==> src/rtl/alu_decode_stage.sv <==
// Decode/operand-fetch stage feeding the 32-bit ALU: decodes RV32I OP-IMM/OP words,
// reads a write-back-updated register file and registers {op, in1, in2, rd} behind a valid/ready skid-free slot.
module alu_decode_stage #(
    parameter int WIDTH   = 32,
    parameter int OPWIDTH = 5,
    parameter int NREG    = 32
) (
    input  logic               clk,
    input  logic               rst_n,
    input  logic               instr_valid,
    output logic               instr_ready,
    input  logic [31:0]        instr,
    input  logic               wb_en,
    input  logic [4:0]         wb_rd,
    input  logic [WIDTH-1:0]   wb_data,
    output logic               out_valid,
    input  logic               out_ready,
    output logic [OPWIDTH-1:0] out_op,
    output logic [WIDTH-1:0]   out_in1,
    output logic [WIDTH-1:0]   out_in2,
    output logic [4:0]         out_rd,
    output logic               out_illegal
);

    localparam logic [6:0] OPC_OPIMM = 7'b0010011;
    localparam logic [6:0] OPC_OP    = 7'b0110011;
    localparam logic [6:0] F7_BASE   = 7'b0000000;
    localparam logic [6:0] F7_ALT    = 7'b0100000;

    logic [WIDTH-1:0] regs_q [NREG];
    logic [WIDTH-1:0] regs_d [NREG];

    logic               out_valid_q, out_valid_d;
    logic [OPWIDTH-1:0] out_op_q, out_op_d;
    logic [WIDTH-1:0]   out_in1_q, out_in1_d;
    logic [WIDTH-1:0]   out_in2_q, out_in2_d;
    logic [4:0]         out_rd_q, out_rd_d;
    logic               out_illegal_q, out_illegal_d;

    logic [6:0] opcode, funct7;
    logic [2:0] funct3;
    logic [4:0] rs1, rs2, rd;
    logic signed [WIDTH-1:0] imm_sext;
    logic [WIDTH-1:0] shamt;
    logic [WIDTH-1:0] rs1_val, rs2_val;
    logic [OPWIDTH-1:0] dec_op;
    logic [WIDTH-1:0]   dec_in2;
    logic               dec_ill;
    logic               accept;

    assign opcode   = instr[6:0];
    assign rd       = instr[11:7];
    assign funct3   = instr[14:12];
    assign rs1      = instr[19:15];
    assign rs2      = instr[24:20];
    assign funct7   = instr[31:25];
    assign imm_sext = {{(WIDTH-12){instr[31]}}, instr[31:20]};
    assign shamt    = {{(WIDTH-5){1'b0}}, instr[24:20]};

    assign instr_ready = !out_valid_q || out_ready;
    assign accept      = instr_valid && instr_ready;

    // Register file reads, with a same-cycle write-back bypass; x0 is hardwired to zero.
    always_comb begin
        rs1_val = regs_q[rs1];
        rs2_val = regs_q[rs2];
        if (wb_en && wb_rd == rs1) rs1_val = wb_data;
        if (wb_en && wb_rd == rs2) rs2_val = wb_data;
        if (rs1 == 5'd0) rs1_val = '0;
        if (rs2 == 5'd0) rs2_val = '0;
    end

    always_comb begin
        regs_d = regs_q;
        if (wb_en && wb_rd != 5'd0) regs_d[wb_rd] = wb_data;
    end

    always_comb begin
        dec_op  = '0;
        dec_in2 = rs2_val;
        dec_ill = 1'b0;
        case (opcode)
            OPC_OPIMM: begin
                dec_in2 = imm_sext;
                case (funct3)
                    3'b000: dec_op = OPWIDTH'(0);
                    3'b010: dec_op = OPWIDTH'(1);
                    3'b011: dec_op = OPWIDTH'(2);
                    3'b100: dec_op = OPWIDTH'(3);
                    3'b110: dec_op = OPWIDTH'(4);
                    3'b111: dec_op = OPWIDTH'(5);
                    3'b001: begin
                        dec_in2 = shamt;
                        if (funct7 == F7_BASE) dec_op = OPWIDTH'(6);
                        else                   dec_ill = 1'b1;
                    end
                    3'b101: begin
                        dec_in2 = shamt;
                        if (funct7 == F7_BASE)     dec_op = OPWIDTH'(7);
                        else if (funct7 == F7_ALT) dec_op = OPWIDTH'(8);
                        else                       dec_ill = 1'b1;
                    end
                endcase
            end
            OPC_OP: begin
                if (funct7 == F7_BASE) begin
                    case (funct3)
                        3'b000: dec_op = OPWIDTH'(9);
                        3'b001: dec_op = OPWIDTH'(11);
                        3'b010: dec_op = OPWIDTH'(12);
                        3'b011: dec_op = OPWIDTH'(13);
                        3'b100: dec_op = OPWIDTH'(14);
                        3'b101: dec_op = OPWIDTH'(15);
                        3'b110: dec_op = OPWIDTH'(17);
                        3'b111: dec_op = OPWIDTH'(18);
                    endcase
                end else if (funct7 == F7_ALT) begin
                    case (funct3)
                        3'b000:  dec_op  = OPWIDTH'(10);
                        3'b101:  dec_op  = OPWIDTH'(16);
                        default: dec_ill = 1'b1;
                    endcase
                end else begin
                    dec_ill = 1'b1;
                end
            end
            default: dec_ill = 1'b1;
        endcase
    end

    // Output slot: load on accept, drop valid once consumed, otherwise hold everything.
    always_comb begin
        out_valid_d   = out_valid_q;
        out_op_d      = out_op_q;
        out_in1_d     = out_in1_q;
        out_in2_d     = out_in2_q;
        out_rd_d      = out_rd_q;
        out_illegal_d = out_illegal_q;
        if (accept) begin
            out_valid_d   = 1'b1;
            out_illegal_d = dec_ill;
            if (dec_ill) begin
                out_op_d  = '0;
                out_in1_d = '0;
                out_in2_d = '0;
                out_rd_d  = '0;
            end else begin
                out_op_d  = dec_op;
                out_in1_d = rs1_val;
                out_in2_d = dec_in2;
                out_rd_d  = rd;
            end
        end else if (out_ready) begin
            out_valid_d = 1'b0;
        end
    end

    always_ff @(posedge clk or negedge rst_n) begin
        if (!rst_n) begin
            out_valid_q   <= 1'b0;
            out_op_q      <= '0;
            out_in1_q     <= '0;
            out_in2_q     <= '0;
            out_rd_q      <= '0;
            out_illegal_q <= 1'b0;
            for (int i = 0; i < NREG; i++) regs_q[i] <= '0;
        end else begin
            out_valid_q   <= out_valid_d;
            out_op_q      <= out_op_d;
            out_in1_q     <= out_in1_d;
            out_in2_q     <= out_in2_d;
            out_rd_q      <= out_rd_d;
            out_illegal_q <= out_illegal_d;
            regs_q        <= regs_d;
        end
    end

    assign out_valid   = out_valid_q;
    assign out_op      = out_op_q;
    assign out_in1     = out_in1_q;
    assign out_in2     = out_in2_q;
    assign out_rd      = out_rd_q;
    assign out_illegal = out_illegal_q;

endmodule

==> config.mk <==
export PLATFORM = sky130hd
export DESIGN_NAME = alu_decode_stage
export DESIGN_NICKNAME = d
export VERILOG_FILES = /design/src/rtl/alu_decode_stage.sv
export SDC_FILE = /design/constraint.sdc
export NUM_CORES = 2
export LEC_CHECK = 0
export BUFFER_PORTS_ARGS = -buffer_cell sky130_fd_sc_hd__buf_2
export CAP_MARGIN = 15
export CORE_MARGIN = 4
export CORE_UTILIZATION = 25
export DETAILED_ROUTE_END_ITERATION = 10
export PLACE_DENSITY = 0.38
export REMOVE_ABC_BUFFERS = 1
export SETUP_SLACK_MARGIN = 0.5
export SYNTH_ARGS = -nofsm -noshare
export SYNTH_HDL_FRONTEND = slang
export SYNTH_SLANG_ARGS = --single-unit
==> constraint.sdc <==
create_clock -name clk -period 3.45 [get_ports clk]
set_input_delay 0.5175 -clock clk [delete_from_list [all_inputs] [get_ports clk]]
set_output_delay 0.5175 -clock clk [all_outputs]
set_load 0.01 [all_outputs]
---- Word-level counts from Yosys, hierarchy flattened ----
Memory sizes are Yosys's and may differ from the RTL's.
Index checks and enable logic that the tools add are counted.
operators by class
  add/subtract/negate cells ............... 0
  multiply operators ...................... 0
  div/mod/pow operators ................... 0
  $lt $le $gt $ge ......................... 4
  equal/unequal tests ..................... 12
  shifts and indexed selects .............. 0
  mux-type cells .......................... 37
  bitwise gates (word level) .............. 3
  reduce and logical (&&, ||, !) cells .... 15
operators with widths
  kind                                                                  number
  1024-bit bitwise mux                                                  1
  32-bit two-way mux                                                    13
  32-bit binary-select mux with 5-bit select                            2
  32-bit demux with 5-bit select                                        1
  5-bit one-hot mux with 8 select lines                                 1
  5-bit two-way mux                                                     4
  5-bit one-hot mux with 2 select lines                                 2
  6-bit >= comparator, second input constant                            3
  5-bit inverter with 6-bit output                                      3
  7-bit by 6-bit == test with 1-bit output, second input constant       2
  3-bit == test, second input constant                                  4
  5-bit == test                                                         2
  5-bit logical NOT                                                     2
  1-bit two-way mux                                                     8
  4-bit two-way mux                                                     2
  7-bit by 5-bit == test with 1-bit output, second input constant       1
  7-bit logical NOT                                                     1
  3-bit by 2-bit == test with 1-bit output, second input constant       2
  6-bit by 1-bit < comparator with 1-bit output, second input constant  1
  1-bit logical AND                                                     5
  5-bit nonzero test                                                    1
  1-bit one-hot mux with 2 select lines                                 2
  2-bit OR reduction                                                    2
  3-bit by 1-bit == test with 1-bit output, second input constant       1
  other kinds (5)                                                       5
word-level totals
  flip-flop bits (word level) ............. 1,100
  latch bits .............................. 0
  bits in writable memories ............... 0
  bits in read-only memories .............. 40
  bits of input ports ..................... 74
  output and inout bits ................... 77
  word-level logic and storage cells ...... 110
  memories kept ........................... 1
memories
  name             depth  width  rd ports  clocked after Yosys merged registers in  wr ports  RTL line  text
  (no name shown)  8      5      1         0                                        0         107       case (funct3)

---- Depth between registers and ports, before layout ----
  depth after elaboration ................. 8
  mapped depth ............................ 11
  depth with buffers taken out ............ 8

---- Worst setup path after synthesis ----
OpenSTA, ideal clock, no wires.
  path kind ............................... input to register
  start point ............................. input port instr[20]
  end point ............................... register out_in2_q[15], in the netlist out_in2[15]
  library setup time ...................... 0.122 ns
  data arrival time ....................... 2.334 ns
  data required time ...................... 3.328 ns
  slack ................................... 0.995 ns
  stages .................................. 8
  path buffers ............................ 4
  cells stage by stage .................... buf_4 > buf_6 > buf_6 > buf_2 > mux4_2 > a22oi_1 > nand3_1 > a32o_1
between the ends
  word-level cells in the longest chain between the ends .. 8
  elaborated cells on any way between the ends .. 11
  classes of those cells .................. 1 x eq/ne; 7 x mux; 1 x bitwise; 2 x reduce/logical
RTL lines
  what                                                    RTL line  text
  from (decl)                                             12        input logic [31:0] instr,
  5-bit inverter with 6-bit output (not written as such)  66        rs2_val = regs_q[rs2];
  32-bit binary-select mux with 5-bit select              66
  32-bit two-way mux (not written as such) (2 in series)  66
  32-bit two-way mux                                      68        if (wb_en && wb_rd == rs2) rs2_val = wb_data;
  32-bit two-way mux (*)                                  70        if (rs2 == 5'd0) rs2_val = '0;
  32-bit two-way mux (*)                                  82        case (opcode)
  32-bit two-way mux (*)                                  142       if (dec_ill) begin
  to (signal assigned)                                    171       out_in2_q <= out_in2_d;
  to (decl)                                               36        logic [WIDTH-1:0] out_in2_q, out_in2_d;
Every way passes the cells marked *; elsewhere a longest branch is shown, timed or not. The select of a mux whose other input is x is not followed.
A chain may end at the register's enable or synchronous reset.

---- Worst setup path after layout ----
  start point ............................. input port instr[26]
  end point ............................... register out_in1_q[6], in the netlist out_in1[6]
between the ends
  word-level cells in the longest chain between the ends .. 6
  elaborated cells on any way between the ends .. 10
  classes of those cells .................. 1 x eq/ne; 8 x mux; 1 x reduce/logical
RTL lines
  what                                       RTL line  text
  7-bit by 6-bit == test with 1-bit output   100, 117
  1-bit two-way mux                          100       else if (funct7 == F7_ALT) dec_op = OPWIDTH'(8);
  1-bit two-way mux                          99        if (funct7 == F7_BASE) dec_op = OPWIDTH'(7);
  1-bit one-hot mux with 2 select lines      85        case (funct3)
  1-bit one-hot mux with 2 select lines (*)  82
  32-bit two-way mux (*)                     142
  to (signal assigned)                       170       out_in1_q <= out_in1_d;
  to (decl)                                  35        logic [WIDTH-1:0] out_in1_q, out_in1_d;
Every way passes the cells marked *; elsewhere a longest branch is shown, timed or not.

==> flow_summary_export.csv <==
group,metric,value,unit
logic_synthesis,ys_seq_elements,1100,
clock_tree,cts_max_path_buffers,3,
sta,worst_slew_pin_slew,1.186,ns
sta,layout_min_cycle_time,2.651,ns
clock_tree,cts_tree,"yes",
logic_synthesis,xor_xnor_share_of_the_synthesized_area,0.001509,
clock_tree,clock_tree.htree_level_count,4,
logic_synthesis,synth_area_in_compound_gates,0.05791,
logic_synthesis,average_cell_area_after_synthesis,14.03,um^2
routing,via_per_inst,5.276,
power_and_ir_drop,vdd.ir_drop.worst,0.0003789,V
floorplanning,effective_utilization_at_floorplan,0.2518,
power_and_ir_drop,p_int,28.07,mW
sta,final_max_slew_viol_count,0,
sta,fmaxAchievable,377.2,MHz
setup_path,cp.required,4.16,ns
logic_synthesis,synthMuxAreaShare,0.3979,
routing,drt.antenna.violating_nets,0,
clock_tree,post_cts_hold_buffer_count,10,
clock_tree,clock_insertion_delay_worst_skew,0.80,ns
finish,final_nets,4297,
finish,instances_no_fill,7357,
floorplanning,row_count,176,
logic_synthesis,synth.cell_area,58050,um^2
logic_synthesis,synth_enable_flop_cells,0,
logic_synthesis,synth_flop_cell,"sky130_fd_sc_hd__dfrtp_1",
global_route,grt_start_max_net_pins,85,
global_route,grtUsageTotal,0.1990,
global_route,grt_first_pass_wirelength,338300,um
placed_design,globalplace.congestion,0.7799,
global_route,first_global_vias,40640,
logic_synthesis,warnings_synthesis,0,
power_and_ir_drop,power.share.clock,0.382,
setup_path,worstSetupEndpointType,"flip-flop",
power_and_ir_drop,cellPowerDensity,569.5,nW/um^2
placed_design,dp.cells,7091,
power_and_ir_drop,pwr-share-seq,0.437,
finish,proportion_of_layout_cells_with_a_drive_suffix_above_1,0.4697,
sta,final.setup_skew,0.02752,ns
power_and_ir_drop,power.share.switching,0.2803,
clock_tree,cts.clk_slew.worst_paths,0.06,ns
sta,setup_viol,0,
routing,via_count,38810,
setup_path,timing.critical_path.arrival,3.36,ns
clock_tree,sink_count_of_the_clock_tree,1100,
sta,slew_headroom,0.2079,
clock_tree,post_cts_resized,0,
routing,detailedRoute.firstIterationViolations,3107,
floorplanning,width_of_the_die,489.9,um
min_path,holdPathStages,3,
power_and_ir_drop,power.share.combinational,0.181,
logic_synthesis,synth_top_family_by_area,"multiplexers",
finish,n_fill_cell,23120,
run,cap_violations,0,
placed_design,dpl.hpwl,148900,um
finish,fin_util,0.2970,
global_route,globalRouteOverflowTotal,0,
logic_synthesis,synth-async-reset-ratio,1.000,
logic_synthesis,synthSimpleGateAreaFrac,0.03310,
clock_tree,cts_root_buf,"sky130_fd_sc_hd__clkbuf_16",
logic_synthesis,synth_cell_type_count,59,
sta,finalHoldViolCount,0,
min_path,min-delay-path-class,"in2reg",
clock_tree,cts.repair_timing.setup_buffer_count,0,
floorplanning,design.die.area,240000,um^2
sta,post-route-period-util,0.7684,
floorplanning,design.core.area,230600,um^2
power_and_ir_drop,switching_power_of_the_nets,10.93,mW
logic_synthesis,synth-adder-area-share,0.001293,
floorplanning,floorplan.io_pins,151,
setup_path,length_in_cells_of_the_worst_reg_to_reg_path,6,
setup_path,crit_fanout,23,
routing,wl,240800,um
logic_synthesis,cell_count_after_synthesis,4137,
routing,drc_errors,0,
finish,area.growth.synth_to_final,17.96,%
clock_tree,cts_buffers,140,
power_and_ir_drop,p_leak,29.60,nW
placed_design,port-buffer-count,150,
setup_path,cp_startpoint_kind,"primary input",
outcome,outcome,"finished, final reports clean",
logic_synthesis,sequential_share_of_the_synthesized_area,0.4741,
routing,routed_wire_length_per_instance,32.73,um
global_route,grt_antenna_before_repair,24,
routing,firstDrtPassIters,5,
floorplanning,floorplan.die.height,489.9,um
sta,grt_setup_unrepaired,"false",
setup_path,timing.setup.critical_path_class,"in2reg",
critical path, cell delays in order:
cell and delay, ns:
sky130_fd_sc_hd__dlygate4sd3_1 0.53, sky130_fd_sc_hd__buf_2 0.13, sky130_fd_sc_hd__or4_4 0.60, sky130_fd_sc_hd__o311ai_4 0.33
sky130_fd_sc_hd__o2111ai_4 0.29, sky130_fd_sc_hd__nor3_4 0.37, sky130_fd_sc_hd__buf_12 0.36, sky130_fd_sc_hd__a221o_1 0.21
registers in the layout, summed over array words and instances, names as in the netlist:
signal / cells
out_illegal: 1
out_in2: 32
out_rd: 5
out_in1: 32
out_op: 5
regs_q: 1024
out_valid: 1
cell usage after synthesis, drive strengths merged, types with 8 or more instances:
cell type  number  share of area
a21oi         109         0.0096
a221o          31         0.0053
a22oi         175          0.023
a32o           17         0.0029
a41oi          31         0.0047
buf           192          0.017
clkbuf        262          0.017
dfrtp        1100           0.47
mux2          994           0.19
mux2i         355          0.061
mux4          371           0.14
nand2          78         0.0050
nand2b          8        0.00086
nand3         111         0.0096
nor2           59         0.0038
nor2b          71         0.0077
o211ai         10         0.0013
o21ai          55         0.0051
o22ai          15         0.0016
per-layer routing:
layer	global-route usage	wire, um	share of wire	vias to the layer above
met1	0.2833	112600	0.47	21410
met3	0.02887	9803	0.041	326
li1	-	-	-	16030
met2	0.3174	111900	0.46	1044
met4	0.05114	6497	0.027	4
met5	0	27	0.00011	-
power by group through the flow:
| stage | Clock (mW) | Combinational [mW] | Sequential (mW) |
|---|---|---|---|
| final | 14.9 | 7.08 | 17.0 |
| after global routing | 15.8 | 7.65 | 17.3 |
| after global placement | 0 | 7.03 | 17.2 |
| after CTS | 15.3 | 7.16 | 17.0 |
| after floorplan | 0 | 4.84 | 16.5 |
| after detailed placement | 0 | 7.12 | 17.2 |
cells by family after synthesis:
kind of cell,Yosys count
simple gates,376
fa+ha+maj,6
compound gates,467
buf+inv,458
flops,1100
xor+xnor,10
mux,1720
final timing paths:
path	end	startpoint	slack (ns)
max in group asynchronous	regs_q[901]	rst_n	2.11
min in group asynchronous	out_in1[23]	rst_n	0.32
hold / removal	out_in2[9]	instr[29]	0.10
setup / recovery	out_in1[6]	instr[26]	0.80
setup reg to reg	out_in1[6]	out_valid	1.06
hold reg to reg	regs_q[998]	regs_q[998]	0.40
stage by stage:
step | setup TNS [ns] | total power [mW] | cell area [um^2] | worst slack [ns] | hold slack (ns)
after floorplan | -6.674 | 21.32 | 56090 | -0.2152 | 0.2219
after global placement | 0 | 24.25 | 63770 | 0.3804 | 0.3864
after detailed placement | 0 | 24.35 | 63770 | 0.4235 | 0.3865
after CTS | 0 | 39.49 | 68470 | 0.8774 | 0.03891
after global routing | 0 | 40.79 | 68470 | 0.7758 | 0.05688
final | 0 | 39.00 | 68480 | 0.7990 | 0.1028
cell type report:
class	instances	area, um^2	share of cell area
Inverter	4	15.01	0.0002192
Clock buffer	213	4172	0.06091
Timing Repair Buffer	392	3646	0.05324
Tap cell	3026	3786	0.05529
Clock inverter	36	425.4	0.006212
Multi-Input combinational cell	2579	28900	0.4219
Antenna cell	7	17.52	0.0002558
Sequential cell	1100	27530	0.4019
layout by cell type, fill, tap and decap left out, types with 10 or more instances in the layout:
cell type,n
sky130_fd_sc_hd__dfrtp_1,1100
sky130_fd_sc_hd__mux2_2,992
sky130_fd_sc_hd__mux4_2,371
sky130_fd_sc_hd__mux2i_1,355
sky130_fd_sc_hd__a22oi_1,175
sky130_fd_sc_hd__buf_4,153
sky130_fd_sc_hd__buf_2,144
sky130_fd_sc_hd__clkbuf_16,143
sky130_fd_sc_hd__nand3_1,110
sky130_fd_sc_hd__a21oi_1,108
sky130_fd_sc_hd__buf_12,80
sky130_fd_sc_hd__nor2b_1,66
sky130_fd_sc_hd__nand2_1,62
sky130_fd_sc_hd__o21ai_0,43
sky130_fd_sc_hd__nor2_1,39
sky130_fd_sc_hd__clkbuf_1,37
sky130_fd_sc_hd__clkbuf_8,33
sky130_fd_sc_hd__a41oi_1,31
sky130_fd_sc_hd__a221o_1,31
sky130_fd_sc_hd__nor2_4,19
sky130_fd_sc_hd__clkinv_2,19
sky130_fd_sc_hd__a32o_1,17
sky130_fd_sc_hd__nand2_4,16
sky130_fd_sc_hd__o22ai_1,15
sky130_fd_sc_hd__o211ai_1,10
sky130_fd_sc_hd__dlygate4sd3_1,10
No activity file was read; power rests on OpenSTA's default activity.
